===== src/rtl/seq_pkg.sv =====
// Shared types and constants for the RV32 multi-cycle instruction sequencer and its control unit.
package seq_pkg;

   typedef logic [2:0] seq_state_t;

   localparam seq_state_t StIdle      = 3'd0;
   localparam seq_state_t StFetch     = 3'd1;
   localparam seq_state_t StDecode    = 3'd2;
   localparam seq_state_t StExecute   = 3'd3;
   localparam seq_state_t StWriteback = 3'd4;
   localparam seq_state_t StHalted    = 3'd5;
   localparam seq_state_t StTrap      = 3'd6;

   localparam logic [6:0] OP_R_TYPE = 7'b0110011;
   localparam logic [6:0] OP_I_TYPE = 7'b0010011;

   typedef enum logic [1:0] {
      CauseNone     = 2'b00,
      CauseIllegal  = 2'b01,
      CauseTimeout  = 2'b10,
      CauseMisalign = 2'b11
   } trap_cause_t;

   function automatic logic is_supported(input logic [6:0] op);
      return (op == OP_R_TYPE) || (op == OP_I_TYPE);
   endfunction

endpackage


===== src/rtl/fetch_watchdog.sv =====
// Fetch timeout counter: cleared outside FETCH, counts cycles without imem_ready.
module fetch_watchdog #(
   parameter int unsigned FETCH_TIMEOUT = 15
) (
   input  logic clk,
   input  logic rst_n,
   input  logic clr,
   input  logic en,
   output logic expired
);

   localparam logic [7:0] LastCount = 8'(FETCH_TIMEOUT - 1);

   logic [7:0] count_q, count_d;

   // Saturates at the last count; the sequencer leaves FETCH on that cycle anyway.
   always_comb begin
      count_d = count_q;
      if (clr) begin
         count_d = '0;
      end else if (en && (count_q != LastCount)) begin
         count_d = count_q + 8'd1;
      end
   end

   always_ff @(posedge clk or negedge rst_n) begin
      if (!rst_n) begin
         count_q <= '0;
      end else begin
         count_q <= count_d;
      end
   end

   assign expired = (count_q == LastCount);

endmodule


===== src/rtl/instr_sequencer.sv =====
// Multi-cycle fetch/decode/execute/writeback sequencer with sticky trap and halt support.
// Optional retirement counter enabled by defining INSTR_SEQ_RETIRE_CNT_EN.
module instr_sequencer
   import seq_pkg::*;
#(
   parameter logic [31:0] RESET_PC      = 32'h0000_0000,
   parameter int unsigned FETCH_TIMEOUT = 15
) (
   input  logic        clk,
   input  logic        rst_n,
   output logic        imem_req,
   output logic [31:0] imem_addr,
   input  logic        imem_ready,
   input  logic [31:0] imem_rdata,
   output logic [6:0]  opcode,
   output logic [2:0]  funct3,
   output logic [6:0]  funct7,
   output logic [4:0]  rs1,
   output logic [4:0]  rs2,
   output logic [4:0]  rd,
   input  logic        ctl_register_write,
   output logic        alu_en,
   output logic        rf_we,
   output logic [31:0] pc,
   input  logic        halt_req,
   output logic        halted,
   output logic        trap,
   output logic [1:0]  trap_cause
`ifdef INSTR_SEQ_RETIRE_CNT_EN
   ,
   output logic [31:0] retire_cnt
`endif
);

   seq_state_t  state_q, state_d;
   logic [31:0] pc_q, pc_d;
   logic [31:0] instr_q, instr_d;
   trap_cause_t cause_q, cause_d;
   logic        rf_we_q, rf_we_d;
   logic        wd_clr, wd_en, wd_expired;

   assign wd_clr = (state_q != StFetch);
   assign wd_en  = (state_q == StFetch) && !imem_ready;

   fetch_watchdog #(
      .FETCH_TIMEOUT(FETCH_TIMEOUT)
   ) u_fetch_watchdog (
      .clk    (clk),
      .rst_n  (rst_n),
      .clr    (wd_clr),
      .en     (wd_en),
      .expired(wd_expired)
   );

   always_comb begin
      state_d = state_q;
      pc_d    = pc_q;
      instr_d = instr_q;
      cause_d = cause_q;
      rf_we_d = 1'b0;
      unique case (state_q)
         StIdle: begin
            if (RESET_PC[1:0] != 2'b00) begin
               state_d = StTrap;
               cause_d = CauseMisalign;
            end else if (halt_req) begin
               state_d = StHalted;
            end else begin
               state_d = StFetch;
            end
         end
         StFetch: begin
            // A ready response takes priority over an expiring timeout.
            if (imem_ready) begin
               instr_d = imem_rdata;
               state_d = StDecode;
            end else if (wd_expired) begin
               state_d = StTrap;
               cause_d = CauseTimeout;
            end
         end
         StDecode: begin
            if (!is_supported(instr_q[6:0])) begin
               state_d = StTrap;
               cause_d = CauseIllegal;
            end else begin
               state_d = StExecute;
            end
         end
         StExecute: begin
            // Registered so the strobe in WRITEBACK has no input-to-output path.
            rf_we_d = ctl_register_write && (instr_q[11:7] != 5'd0);
            state_d = StWriteback;
         end
         StWriteback: begin
            pc_d    = pc_q + 32'd4;
            state_d = halt_req ? StHalted : StFetch;
         end
         StHalted: begin
            if (!halt_req) begin
               state_d = StFetch;
            end
         end
         StTrap: begin
            state_d = StTrap;
         end
         default: begin
            state_d = StIdle;
         end
      endcase
   end

   always_ff @(posedge clk or negedge rst_n) begin
      if (!rst_n) begin
         state_q <= StIdle;
         pc_q    <= RESET_PC;
         instr_q <= '0;
         cause_q <= CauseNone;
         rf_we_q <= 1'b0;
      end else begin
         state_q <= state_d;
         pc_q    <= pc_d;
         instr_q <= instr_d;
         cause_q <= cause_d;
         rf_we_q <= rf_we_d;
      end
   end

   assign imem_req   = (state_q == StFetch);
   assign imem_addr  = pc_q;
   assign alu_en     = (state_q == StExecute);
   assign rf_we      = rf_we_q;
   assign pc         = pc_q;
   assign halted     = (state_q == StHalted);
   assign trap       = (state_q == StTrap);
   assign trap_cause = cause_q;

   assign opcode = instr_q[6:0];
   assign rd     = instr_q[11:7];
   assign funct3 = instr_q[14:12];
   assign rs1    = instr_q[19:15];
   assign rs2    = instr_q[24:20];
   assign funct7 = instr_q[31:25];

`ifdef INSTR_SEQ_RETIRE_CNT_EN
   logic [31:0] retire_q;

   always_ff @(posedge clk or negedge rst_n) begin
      if (!rst_n) begin
         retire_q <= '0;
      end else if (state_q == StWriteback) begin
         retire_q <= retire_q + 32'd1;
      end
   end

   assign retire_cnt = retire_q;
`else
   // Retirement counter not built.
`endif

endmodule


===== config.mk =====
export PLATFORM = sky130hd
export DESIGN_NAME = instr_sequencer
export DESIGN_NICKNAME = d
export VERILOG_FILES = /design/src/rtl/seq_pkg.sv /design/src/rtl/fetch_watchdog.sv /design/src/rtl/instr_sequencer.sv
export SDC_FILE = /design/constraint.sdc
export NUM_CORES = 1
export LEC_CHECK = 0
export ABC_AREA = 1
export BUFFER_PORTS_ARGS = -buffer_cell sky130_fd_sc_hd__buf_2
export CAP_MARGIN = 20
export CORE_ASPECT_RATIO = 2
export CORE_MARGIN = 2
export CORE_UTILIZATION = 35
export DETAILED_ROUTE_END_ITERATION = 12
export MAX_ROUTING_LAYER = met4
export PLACE_DENSITY = 0.63
export SLEW_MARGIN = 10
export SYNTH_ARGS = -nofsm -noshare
export SYNTH_HDL_FRONTEND = slang
export SYNTH_SLANG_ARGS = --single-unit

===== constraint.sdc =====
create_clock -name clk -period 1.4 [get_ports clk]
set_input_delay 0.07 -clock clk [delete_from_list [all_inputs] [get_ports clk]]
set_output_delay 0.07 -clock clk [all_outputs]
set_load 0.005 [all_outputs]

# == After elaboration in Yosys (flattened, before gate mapping) ==
# Index checks and enable logic that the tools add are counted.
# word_totals
rom_bits,0
regBits,78
in_bits,37
mem_count,0
output_inout_bits,103
mem_bits_rw,0
latchBits,0
word_cells,50
# op_classes
shifts,0
magnitude_cmp,0
n_eq_ne,16
addsub,2
reduce_logical,13
muxes,13
div,0
bitwise,0
multipliers,0
# op_table
op,count
$add 32x3->32 const B,1
$pmux 3 s6,1
$mux 8,2
$mux 3,5
$eq 3x3->1 const B,3
$add 8x1->8 const B,1
$eq 8x4->1 const B,1
$ne 8x4->1 const B,1
$eq 7x5->1 const B,1
$eq 7x6->1 const B,1
$eq 3x2->1 const B,2
$mux 2,3
$ne 2x2->1 const B,3
$ne 3x1->1 const B,2
$reduce_bool 5->1,1
$pmux 2 s2,1
$reduce_and 2->1,2
$reduce_and 4->1,1
$reduce_bool 2->1,2
$eq 3x1->1 const B,1
$logic_and 1x1->1,3
$logic_not 3->1,1
$ne 2x1->1 const B,1
$reduce_or 2->1,1
other kinds (3),3

# == Depth between registers and ports, before layout ==
# depth
depth_word,5
ltp_mapped,9
ltp_nobuf,9

# == Cells and area by module ==
# From an unflattened synthesis, not the netlist that was laid out.
# hier_totals
hier_cells,420
hier_area_um2,4011.3
# by_module_without_submodules
mod,cells_each,n_inst,seq_area_each_um2,area_each_um2
instr_sequencer,352,1,1701.6,3510.9
fetch_watchdog,68,1,200.2,500.5

# == Worst setup path before layout ==
# No wires, ideal clock.
# synth_path
kind,reg-to-reg
start,register state_q[1]
end,register instr_q[0]
arrival_time_ps,1406
stages_incl_launch_ff,5
path_slack_ps,-131
n_path_buf,1
t_required_ps,1275
period_less_slack_ps,1531
cell_sequence,dfrtp_1 nor3_4 nand2_2 buf_6 mux2_4
# synth_between
elab_chain_cells,2
# synth_lines
item,line,rtl
start: declaration,instr_sequencer.sv:35,"seq_state_t state_q, state_d;"
start signal: assignment,instr_sequencer.sv:115,state_q <= StIdle;
start signal: assignment,instr_sequencer.sv:121,state_q <= state_d;
$eq 3x1->1,--,
via imem_req,instr_sequencer.sv:11,"output logic imem_req,"
$reduce_and 2->1 (no line),--,
end signal: assignment,instr_sequencer.sv:123,instr_q <= instr_d;
end: declaration,instr_sequencer.sv:37,"logic [31:0] instr_q, instr_d;"
# The timed path passes the listed nets, and every way through them passes these cells.
# A chain may end at the register's enable or synchronous reset.

# == Worst setup path after layout ==
# layout_path
start,register state_q[1]
end,register instr_q[15]
# layout_between
elab_chain_cells,2
# layout_lines
item,line,rtl
$eq 3x1->1,instr_sequencer.sv:61,unique case (state_q)
$reduce_and 2->1 (no line),--,
# Every way passes these cells.

==> metrics.txt <==
outcome finished, violations left; failing checks negative setup slack; IO buf count 135; pin count of the biggest net entering global routing 77; CP max-delay cell dfrtp_2; placed cells 718; CP top delay family flip-flops; final core occ 55.0%; Root Driver clkbuf_16; fillcell total 947; num rows 54; I/O pins 140; WP data required 1620 ps; first-pass GRT wire length 17700 um; PD cells 1560 mW/mm2; CP bufs+invs 1; Seq/Total Area, Yosys 48.6%; critical path cell sequence nor3_4, nand2_2, buf_12, mux2_1; Nets 674; min Tclk post-route 1480 ps; mean number of vias per cell 4.64; Slew Viols, Final 0; initial antenna violation count 0; Multi-input gate area 0.00182 mm2; Largest stage delay, worst path 450 ps; vias in the first global route 3706; Worst-path clk slew 60 ps; most frequent cells in the layout 133 x buf_2, 81 x nand2_1, 71 x dfrtp_1; Worst EP arrival 1700 ps; Total Routing Usage GR 19.4%; Post-Syn Instances 416; fmax 0.677 GHz; area grow syn2layout 53.0%; Routed Antenna Nets 0; share of cells above drive strength 1 49.1%; CTS Buf Count 9; sequential cell area 0.00191 mm2; GP Congestion 0.882; starting density of the core 36.0%; drt pass-1 iters 4; placed cell area 0.00499 mm2; Seq cells post-synth 76; Startpoint Class flip-flop; yosys warns 0; total gr overflow 0; max_cap viols 0; Die Area 0.0121 mm2; 1st-iter DRT viols 109; Finished Layout Cells 778; dpl ws -153 ps; Min Hold Slack 27.3 ps; final WL 11200 um; Crit. End Element flip-flop; via count 3611; hold crit path type input pin to flip-flop; # setup viols final 46; Lkg Pwr 3.23 nW; Post-Syn Area 0.00392 mm2; Final Skew 6.78 ps; min setup slack post-route -77.7 ps; Max VDD drop 0.866 mV; Core ar. 0.0109 mm2; CTS sink count 76; Max clock buf depth 2; number of H-tree levels 3; worst skew pair latency 340 ps; Die Y 154 um; Post-Layout Inst Area 0.00599 mm2; R2R Setup Slk -80 ps; CTS tree done; hpwl dp 7980 um; critical path class flip-flop to flip-flop; commonest non-fill, non-tap cell in the layout buf_2; setup TNS -1950 ps; # diodes 0; Tcrit/Tclk final 106%; overall power 9.37 mW; crit-path max FO 30; die span in x 78.8 um; Post-Syn Area per Cell 9.41 um2; RSZ-0062 raised after global routing true; WL/cell 14.3 um; hold violation total from the final report 0; synth unique cells 26; DRC Markers 0
logic make-up after synthesis:
group	count (synthesis)	share of synthesized area [%]
and+or+nand+nor	191	21.2
buffers and inverters	81	11.6
DFF	76	48.6
muxes	32	11.1
xor gates and xnor gates	23	5.15
AOI/OAI and AO/OA	9	1.34
adders and majority gates	3	0.959
other	1	0.0958
tightest hold or removal path: cells and delay by family:
kind | cells | cell delay, ps
buffers and inverters | 2 | 170
AO/OA/AOI/OAI | 1 | 80
cell usage after synthesis:
cell	instances	area share [%]
nand3_1	33	4.2
nand2_1	90	8.6
dfrtp_1	76	49
xor2_1	13	2.9
xnor2_1	10	2.2
o21a_1	1	0.19
mux2_4	20	7.7
a21oi_1	2	0.26
nand3b_1	3	0.58
inv_1	44	4.2
buf_6	3	0.86
nor2_1	45	4.3
mux2_2	4	1.2
nand4_1	9	1.4
nor2_2	3	0.48
o21ai_0	3	0.38
nand2_2	1	0.16
o21ai_1	1	0.13
ha_1	3	0.96
o21bai_1	2	0.38
nor3_1	5	0.64
mux2_1	8	2.3
nor2_4	1	0.29
nor3_4	1	0.42
buf_4	34	6.5
conb_1	1	0.096
layout make-up:
class                      count  share of cell area (%)
inverter                      44                    2.80
sequential                    76                    31.9
tap                          140                    2.93
clock buffer                   9                    3.76
timing repair buffer         241                    27.2
multi-input combinational    262                    30.4
clock inverter                 6                    1.09
report_power, final:
group | total [mW] | switching [mW] | internal [mW] | leakage, nW
Sequential | 3.31 | 0.467 | 2.85 | 0.966
Combinational | 3.77 | 1.62 | 2.15 | 2.12
Clock | 2.28 | 0.912 | 1.37 | 0.142
Total | 9.37 | 3.00 | 6.37 | 3.23
per-layer routing:
layer / up-vias / routed length, um / global-route usage, %
li1: 1722 / - / -
met5: - / 0 / -
met2: 121 / 6280 / 35.2
met1: 1724 / 3900 / 18.7
met3: 44 / 429 / 3.52
met4: 0 / 549 / 11.2
timing repair:
action                                  4_1_cts  5_1_grt
hold buffers                                 34        0
endpoints found under the hold margin       109        0
resized for setup                            31       53
setup buffers                                 4        7
endpoints found under the setup margin       62       63
pin swaps                                     3       13
path summary, 6_finish.rpt:
kind / start / endpoint / cells after the start
max: state_q[1]$_DFFE_PN0P_ / instr_q[15]$_DFFE_PN0P_ / 4
min: halt_req / state_q[2]$_DFFE_PN0P_ / 3
max reg2reg: state_q[1]$_DFFE_PN0P_ / instr_q[15]$_DFFE_PN0P_ / 4
min reg2reg: trap_cause[0]$_DFFE_PN0P_ / trap_cause[0]$_DFFE_PN0P_ / 2
max in group asynchronous: rst_n / imem_addr[18]$_DFFE_PN0N_ / 3
min in group asynchronous: rst_n / imem_addr[30]$_DFFE_PN0N_ / 3
flip-flops by register name, indices dropped and copies added, names as in the netlist:
signal                    count
trap_cause                    2
state_q                       3
instr_q                      32
imem_addr                    30
u_fetch_watchdog.count_q      8
rf_we                         1
Note: power is estimated with default switching activity, not from simulation.
